==> src/rtl/xc_malu_arbiter.sv <==
// xc_malu_arbiter: shares one xc_malu between requester 0 (core execute
// stage) and requester 1 (coprocessor issue queue). Round-robin grant,
// operands held in local registers while the unit works, 64-bit result
// returned over a valid/ready handshake, and a one-cycle flush after every
// operation so no operand residue crosses requesters.
// Optional build macro: XC_MALU_ARB_LFSR_EN (LFSR-driven flush data).
module xc_malu_arbiter #(
  parameter int unsigned UOP_W     = 14,
  parameter int unsigned PW_W      = 5,
  parameter logic [31:0] LFSR_SEED = 32'h6A09E667
) (
  input  logic               clock,
  input  logic               resetn,
  input  logic [1:0]         req_valid,
  output logic [1:0]         req_ready,
  input  logic [1:0]         req_kill,
  input  logic [2*UOP_W-1:0] req_uop,
  input  logic [2*PW_W-1:0]  req_pw,
  input  logic [63:0]        req_rs1,
  input  logic [63:0]        req_rs2,
  input  logic [63:0]        req_rs3,
  output logic [1:0]         resp_valid,
  input  logic [1:0]         resp_ready,
  output logic [63:0]        resp_result,
  output logic               resp_err,
  output logic               m_valid,
  output logic [UOP_W-1:0]   m_uop,
  output logic [PW_W-1:0]    m_pw,
  output logic [31:0]        m_rs1,
  output logic [31:0]        m_rs2,
  output logic [31:0]        m_rs3,
  output logic               m_flush,
  output logic [31:0]        m_flush_data,
  input  logic [63:0]        m_result,
  input  logic               m_ready
);

  typedef enum logic [1:0] {IDLE, BUSY, RESP, FLUSH} state_t;

  state_t             r_state;
  state_t             w_next;
  logic               r_rr_ptr;
  logic               r_gnt;
  logic [UOP_W-1:0]   r_uop;
  logic [PW_W-1:0]    r_pw;
  logic [31:0]        r_rs1;
  logic [31:0]        r_rs2;
  logic [31:0]        r_rs3;
  logic [63:0]        r_result;
  logic               r_err;

  logic               w_any;
  logic               w_gnt;
  logic               w_kill;
  logic               w_zero_uop;
  logic [UOP_W-1:0]   w_sel_uop;
  logic [PW_W-1:0]    w_sel_pw;
  logic [31:0]        w_sel_rs1;
  logic [31:0]        w_sel_rs2;
  logic [31:0]        w_sel_rs3;

  // Favoured requester wins if valid, otherwise the other one.
  assign w_any      = |req_valid;
  assign w_gnt      = req_valid[r_rr_ptr] ? r_rr_ptr : ~r_rr_ptr;
  assign w_kill     = req_kill[r_gnt];
  assign w_sel_uop  = w_gnt ? req_uop[2*UOP_W-1:UOP_W] : req_uop[UOP_W-1:0];
  assign w_sel_pw   = w_gnt ? req_pw[2*PW_W-1:PW_W]    : req_pw[PW_W-1:0];
  assign w_sel_rs1  = w_gnt ? req_rs1[63:32] : req_rs1[31:0];
  assign w_sel_rs2  = w_gnt ? req_rs2[63:32] : req_rs2[31:0];
  assign w_sel_rs3  = w_gnt ? req_rs3[63:32] : req_rs3[31:0];
  assign w_zero_uop = (w_sel_uop == '0);

  // State register.
  always_ff @(posedge clock) begin
    if (!resetn) r_state <= IDLE;
    else         r_state <= w_next;
  end

  // Next-state logic; kill outranks a same-cycle m_ready or resp_ready.
  always_comb begin
    w_next = r_state;
    case (r_state)
      IDLE:  if (w_any) w_next = w_zero_uop ? RESP : BUSY;
      BUSY:  if (w_kill) w_next = FLUSH;
             else if (m_ready) w_next = RESP;
      RESP:  if (w_kill || resp_ready[r_gnt]) w_next = FLUSH;
      FLUSH: w_next = IDLE;
      default: w_next = IDLE;
    endcase
  end

  // Grant bookkeeping, operand latch, result capture and round-robin pointer.
  always_ff @(posedge clock) begin
    if (!resetn) begin
      r_rr_ptr <= 1'b0;
      r_gnt    <= 1'b0;
      r_uop    <= '0;
      r_pw     <= '0;
      r_rs1    <= '0;
      r_rs2    <= '0;
      r_rs3    <= '0;
      r_result <= '0;
      r_err    <= 1'b0;
    end else begin
      case (r_state)
        IDLE: if (w_any) begin
          r_gnt    <= w_gnt;
          r_uop    <= w_sel_uop;
          r_pw     <= w_sel_pw;
          r_rs1    <= w_sel_rs1;
          r_rs2    <= w_sel_rs2;
          r_rs3    <= w_sel_rs3;
          r_result <= '0;
          r_err    <= w_zero_uop;
        end
        BUSY:  if (!w_kill && m_ready) r_result <= m_result;
        FLUSH: r_rr_ptr <= ~r_gnt;
        default: ;
      endcase
    end
  end

  // Handshake and unit-control outputs decoded from the current state.
  always_comb begin
    req_ready  = '0;
    resp_valid = '0;
    resp_err   = 1'b0;
    m_valid    = 1'b0;
    m_flush    = 1'b0;
    case (r_state)
      IDLE:  if (resetn && w_any) req_ready[w_gnt] = 1'b1;
      BUSY:  m_valid = 1'b1;
      RESP:  begin
        resp_valid[r_gnt] = 1'b1;
        resp_err          = r_err;
      end
      FLUSH: m_flush = 1'b1;
      default: ;
    endcase
  end

  assign m_uop       = r_uop;
  assign m_pw        = r_pw;
  assign m_rs1       = r_rs1;
  assign m_rs2       = r_rs2;
  assign m_rs3       = r_rs3;
  assign resp_result = r_result;

`ifdef XC_MALU_ARB_LFSR_EN
  logic [31:0] r_lfsr;

  // Galois LFSR, taps 32,22,2,1, stepping every cycle to scrub the unit.
  always_ff @(posedge clock) begin
    if (!resetn) r_lfsr <= LFSR_SEED;
    else         r_lfsr <= {1'b0, r_lfsr[31:1]} ^ (r_lfsr[0] ? 32'h8020_0003 : 32'h0);
  end

  assign m_flush_data = r_lfsr;
`else
  logic w_unused_seed;
  assign w_unused_seed = ^LFSR_SEED;
  assign m_flush_data  = '0;
`endif

endmodule

==> config.mk <==
export PLATFORM = sky130hd
export DESIGN_NAME = xc_malu_arbiter
export DESIGN_NICKNAME = d
export VERILOG_FILES = /design/src/rtl/xc_malu_arbiter.sv
export SDC_FILE = /design/constraint.sdc
export NUM_CORES = 1
export LEC_CHECK = 0
export ABC_CLOCK_PERIOD_IN_PS = 4700
export BUFFER_PORTS_ARGS = -buffer_cell sky130_fd_sc_hd__buf_2
export CORE_AREA = 2 2 205 207
export CTS_CLUSTER_DIAMETER = 100
export DETAILED_ROUTE_END_ITERATION = 16
export DIE_AREA = 0 0 207 209
export PLACE_DENSITY = 0.43
export SLEW_MARGIN = 20
export SYNTH_ARGS = -nofsm -noshare
export SYNTH_HDL_FRONTEND = slang
export SYNTH_SLANG_ARGS = --single-unit
==> constraint.sdc <==
create_clock -name clock -period 4.7 [get_ports clock]
set_input_delay 0.94 -clock clock [delete_from_list [all_inputs] [get_ports clock]]
set_output_delay 0.94 -clock clock [all_outputs]
set_load 0.1 [all_outputs]
==> results.md, run 1 <==
- Via density: 4.37
- Post-Route WL: 31000 um
- Most used DFF post-synth: dfxtp_1
- Crit share post-route: 75.5%
- VDD IR max: 0.349 mV
- DRC Markers: 0
- Asr flop ratio synth: 0%
- Nets: 1638
- Final hold slack: 0.472 ns
- Routed Antenna Nets: 0
- DIE AREA: 43300 um2
- Routability cong.: 0.748
- CTS root buffer: clkbuf_16
- CTS tree: done
- Initial DRC count: 578
- YS warnings: 0
- Total CTS buffers: 17
- Worst-margin pin slew: 1.03 ns
- Post-synth design cell area: 8370 um2
- Crit start category: register
- Net Sw Frac: 58.6%
- Die span in x: 207 um
- Vias in the first global route: 8163
- Antenna diode count: 0
- PwrDens: 804 nW/um2
- Power Total: 0.00936 W
- Input/output buffers: 488
- Initial antenna violation count: 4
- Total congestion overflow: 0
- CP arrival: 2.61 ns
- Critical path endpoint category: primary output
- Most common cell after layout, fill and taps aside: buf_2
- Core Area: 41300 um2
- Clock Latency Late Sink: 0.45 ns
- Avg WL per Cell: 16.5 um
- Comb pwr share: 59.4%
- RSZ-0062 raised after global routing: false
- Seq/Total Area, Yosys: 44.0%
- IO Count: 521
- Final Max Tran Viols: 0
- Pleak: 5.46 nW
- FMAX: 282 MHz
- Via count: 8215
- Syn_area_per_cell: 9.23 um2
- Hold-fix buffers, CTS: 0
- CTS Sinks: 184
- WP data required: 3.76 ns
- H-Tree Depth: 4
- Post-CTS setup buffer count: 0
- Final Critical Period: 3.55 ns
- Initial Util: 20.3%
- Hold Violations, Final: 0
- Setup TNS: 0 ns
- Max-cap violations: 0
- Final setup violation count: 0
- CP max FO: 49
- Number of flops mapped to enable cells by yosys: 0
- Most frequent cells in the layout: buf_2, dfxtp_1, nor2_1
- Pre-Repair DR Iteration Count: 7
- #FFs+latches synth: 184
- Worst hold path class: register to register
- Post-synthesis cell type count: 38
- Psw: 0.00548 W
- Longest Clk Path Bufs: 2
- Total global-route track usage: 14.0%
- Cell Int Power: 0.00387 W
- Critical Setup Path Class: register to primary output
- Number of gates resized after CTS: 0
- Clock power frac: 17.2%
- Worst-path clk slew: 0.07 ns
- First-pass GRT wire length: 47700 um
- Area Overhead vs Synth: 39.0%
- Slew Limit Headroom: 31.1%
- Share of cells above drive strength 1: 40.5%
- Maximum number of pins on one net before global-route repair: 105
- Post-Syn Instances: 907
- Sequential Power Share: 23.4%
- HPWL Detailed: 22800 um
- Clock skew: 0.00832 ns
- Placement Rows: 75
- Die Span Y: 209 um
- Outcome: completed
[per-stage QoR]
stage	area [um2]	utilization, %	worst slack, ns	std cells
after floorplan	8480	-	0.718	938
after CTS	11600	28.1	1.07	1881
after global routing	11600	28.2	0.941	1882
after global placement	11000	26.5	1.23	1849
after detailed placement	11000	26.5	1.23	1849
final	11600	28.2	1.15	1882
[power by group through the flow]
| stage | combinational, W | sequential [W] | clock, W |
|---|---|---|---|
| floorplan | 0.00176 | 0.00509 | 0 |
| global placement | 0.00554 | 0.00221 | 0 |
| detailed placement | 0.00555 | 0.00222 | 0 |
| CTS | 0.00555 | 0.00220 | 0.00167 |
| global route | 0.00585 | 0.00225 | 0.00172 |
| finish | 0.00555 | 0.00219 | 0.00161 |
[Yosys cell counts, drive strengths merged, types with 2 or more instances]
library cell	number	area, um2
nor4	6	37.5
mux2i	118	1190
and2	4	25.0
inv	5	18.8
mux2	2	22.5
nor2	121	454
o21ai	65	325
nand2b	2	12.5
buf	74	564
a21oi	67	335
a31oi	2	27.5
dfxtp	184	3680
ha	5	62.6
clkbuf	53	199
nand4	66	413
a211oi	115	863
nor2b	4	25.0
o21a	2	15.0
nand2	3	18.8
[worst paths after layout]
check	start	end	slack (ns)	depth (start not counted)
max	r_state[0]$_SDFFE_PN0P_	req_ready[0]	1.15	6
min	resp_result[1]$_SDFFE_PN0P_	resp_result[1]$_SDFFE_PN0P_	0.47	2
max reg2reg	r_state[0]$_SDFFE_PN0P_	m_rs1[24]$_SDFFE_PN0P_	2.06	6
min reg2reg	resp_result[1]$_SDFFE_PN0P_	resp_result[1]$_SDFFE_PN0P_	0.47	2
[state kept, by name, indices dropped and copies added, names as in the netlist]
signal / flops
m_pw: 5
m_rs1: 32
m_rs2: 32
m_rs3: 32
m_uop: 14
r_err: 1
r_gnt: 1
r_rr_ptr: 1
r_state: 2
resp_result: 64
[layer usage]
| metal | vias to the layer above | share of wire (%) | global-route usage [%] |
|---|---|---|---|
| met5 | - | 0.045 | 0 |
| met4 | 4 | 1.4 | 3.94 |
| met3 | 31 | 7.7 | 4.55 |
| met2 | 340 | 48 | 23.5 |
| met1 | 3729 | 43 | 17.1 |
| li1 | 4111 | - | - |
[area by class of cell]
type | instances | area, um2
inverters | 5 | 23.8
repair buffers | 500 | 2560
well taps | 539 | 674
flip-flops and latches | 184 | 3680
clock buffers | 19 | 453
fillers | 4554 | 29700
multi-input cells | 622 | 4040
clock inverters | 13 | 190
[cells by family (layout without fill, tap and decap cells)]
group	after synthesis	in the layout	synth area share, %
AOI/OAI and AO/OA	258	258	19.5
adders and majority gates	5	5	0.748
buffers and inverters	132	537	9.35
DFF	184	184	44.0
muxes	120	120	14.5
other	1	32	0.0448
and+or+nand+nor	207	207	11.8
[critical path, stage by stage, from the launching register on]
cell,delay (ns)
dfxtp_1,0.33
inv_1,0.13
ha_1,0.25
o21a_4,0.51
nand2_1,0.17
a21oi_1,0.26
buf_2,0.48
No activity file was read; power rests on OpenSTA's default activity.
==> run 2: changes to the inputs <==
Settings changed: ABC_CLOCK_PERIOD_IN_PS 4700 to 3100, CORE_AREA 2 2 205 207 to 2 2 200 202, DIE_AREA 0 0 207 209 to 0 0 202 204, PLACE_DENSITY 0.43 to 0.46.
Clock period 4.7 ns to 3.1 ns, I/O delays scaled along.
==> run 2 against run 1 <==
Against the previous run: sequential share of layout area decreased by 0.11 points; die area shrank 4.8%; first-iteration DRC count is 44% lower; sequential cell count stayed put; design area is 0.36% higher; utilization grew 1.6 points; worst hold slack lost 0.063 ns; sequential power grew 52%; power grew 49%; combinational power increased by 52%; clock skew down 0.0012 ns.
==> results.md, run 2 (synthesis gave the netlist of run 1 again) <==
- Outcome: completed
- Final Worst Setup Slack: 0.449 ns
- Total global-route track usage: 14.8%
- Total CTS buffers: 17
- Worst-margin pin slew: 1.27 ns
- DRC Markers: 0
- Clock Latency Late Sink: 0.46 ns
- Crit share post-route: 85.5%
- Met3 Use GR: 5.26%
- Routed Antenna Nets: 0
- Initial antenna violation count: 12
- Final Max Tran Viols: 0
- Longest Clk Path Bufs: 2
- Share of cells above drive strength 1: 40.6%
- Core Area: 39200 um2
- Initial DRC count: 323
- Setup TNS: 0 ns
- Vias in the first global route: 7976
- Area Overhead vs Synth: 39.5%
- Placement Rows: 73
- Worst hold path class: input pin to register
- RSZ-0062 raised after global routing: false
- Via count: 8279
- Nets: 1643
- Pleak: 5.47 nW
- Post-Route WL: 31300 um
- Avg WL per Cell: 16.7 um
- Die span in x: 202 um
- PwrDens: 1190 nW/um2
- Initial Util: 21.4%
- Via density: 4.42
- Clock skew: 0.00710 ns
- Max-cap violations: 0
- Met2 track demand over resource: 24.5%
- CP arrival: 2.03 ns
- Pre-Repair DR Iteration Count: 5
- Critical path endpoint category: primary output
- CTS tree: done
- Maximum number of pins on one net before global-route repair: 235
- Final setup violation count: 0
- Number of gates resized after CTS: 0
- CP max FO: 4
- Post-CTS setup buffer count: 0
- Largest register FFs: 64
- Hold Violations, Final: 0
- CTS root buffer: clkbuf_16
- Crit start category: register
- H-Tree Depth: 4
- Slew Limit Headroom: 15.1%
- HPWL Detailed: 23300 um
- Routability cong.: 0.812
- Hold-fix buffers, CTS: 0
- Final Critical Period: 2.65 ns
- Critical Setup Path Class: register to primary output
- Most common cell after layout, fill and taps aside: buf_2
- Most frequent cells in the layout: buf_2, dfxtp_1, nor2_1
- IO Count: 521
- CTS Sinks: 184
- Most Used Layer, Global Route: met2
- Die Span Y: 204 um
- Worst-path clk slew: 0.07 ns
- DIE AREA: 41200 um2
- VDD IR max: 0.794 mV
- Worst R2R Setup Slack: 0.86 ns
- FMAX: 377 MHz
- Post-Place Worst Slack: 0.794 ns
- Grt met1 use: 17.2%
- First-pass GRT wire length: 46800 um
- Input/output buffers: 488
- WP data required: 2.48 ns
- Total congestion overflow: 0
## run 2: power breakdown
| group | internal, W | switching (W) |
|---|---|---|
| Sequential | 0.00301 | 0.000314 |
| Combinational | 0.00150 | 0.00691 |
| Clock | 0.00119 | 0.000987 |
| Total | 0.00570 | 0.00821 |
## run 2: final cells by class
cell class	instances	area, um2
Fill cell	4288	27500
Multi-Input combinational cell	622	4050
Sequential cell	184	3680
Timing Repair Buffer	505	2700
Tap cell	525	657
Clock buffer	21	450
Clock inverter	9	103
Inverter	5	23.8
Antenna cell	4	10.0
## run 2: final timing paths
path,startpoint,to,cells after the start
setup / recovery,r_state[0]$_SDFFE_PN0P_,req_ready[0],6
hold / removal,m_result[31],resp_result[31]$_SDFFE_PN0P_,3
setup reg to reg,r_state[0]$_SDFFE_PN0P_,m_uop[10]$_SDFFE_PN0P_,6
hold reg to reg,resp_result[45]$_SDFFE_PN0P_,resp_result[45]$_SDFFE_PN0P_,2
## run 2: layer usage
layer | wire (um) | share of wire, %
met5 | 51 | 0.16
met4 | 854 | 2.7
met3 | 2620 | 8.4
met2 | 15000 | 48
met1 | 12700 | 41
## run 2: metrics by stage
step           power (W)  utilization, %  cell area (um2)  std cells  hold slack [ns]
2_1_floorplan     0.0104               -             8490        938            0.476
3_3_place_gp      0.0118            28.4            11100       1841            0.454
3_5_place_dp      0.0118            28.4            11100       1841            0.466
4_1_cts           0.0141            29.8            11700       1871            0.361
5_1_grt           0.0146            29.8            11700       1874            0.383
6_report          0.0139            29.8            11700       1875            0.410
## run 2: critical path: stages (launching register included)
cell	delay, ns
dfxtp_1	0.33
inv_1	0.12
ha_1	0.25
o21a_4	0.17
nand2_1	0.10
a21oi_2	0.13
buf_2	0.46
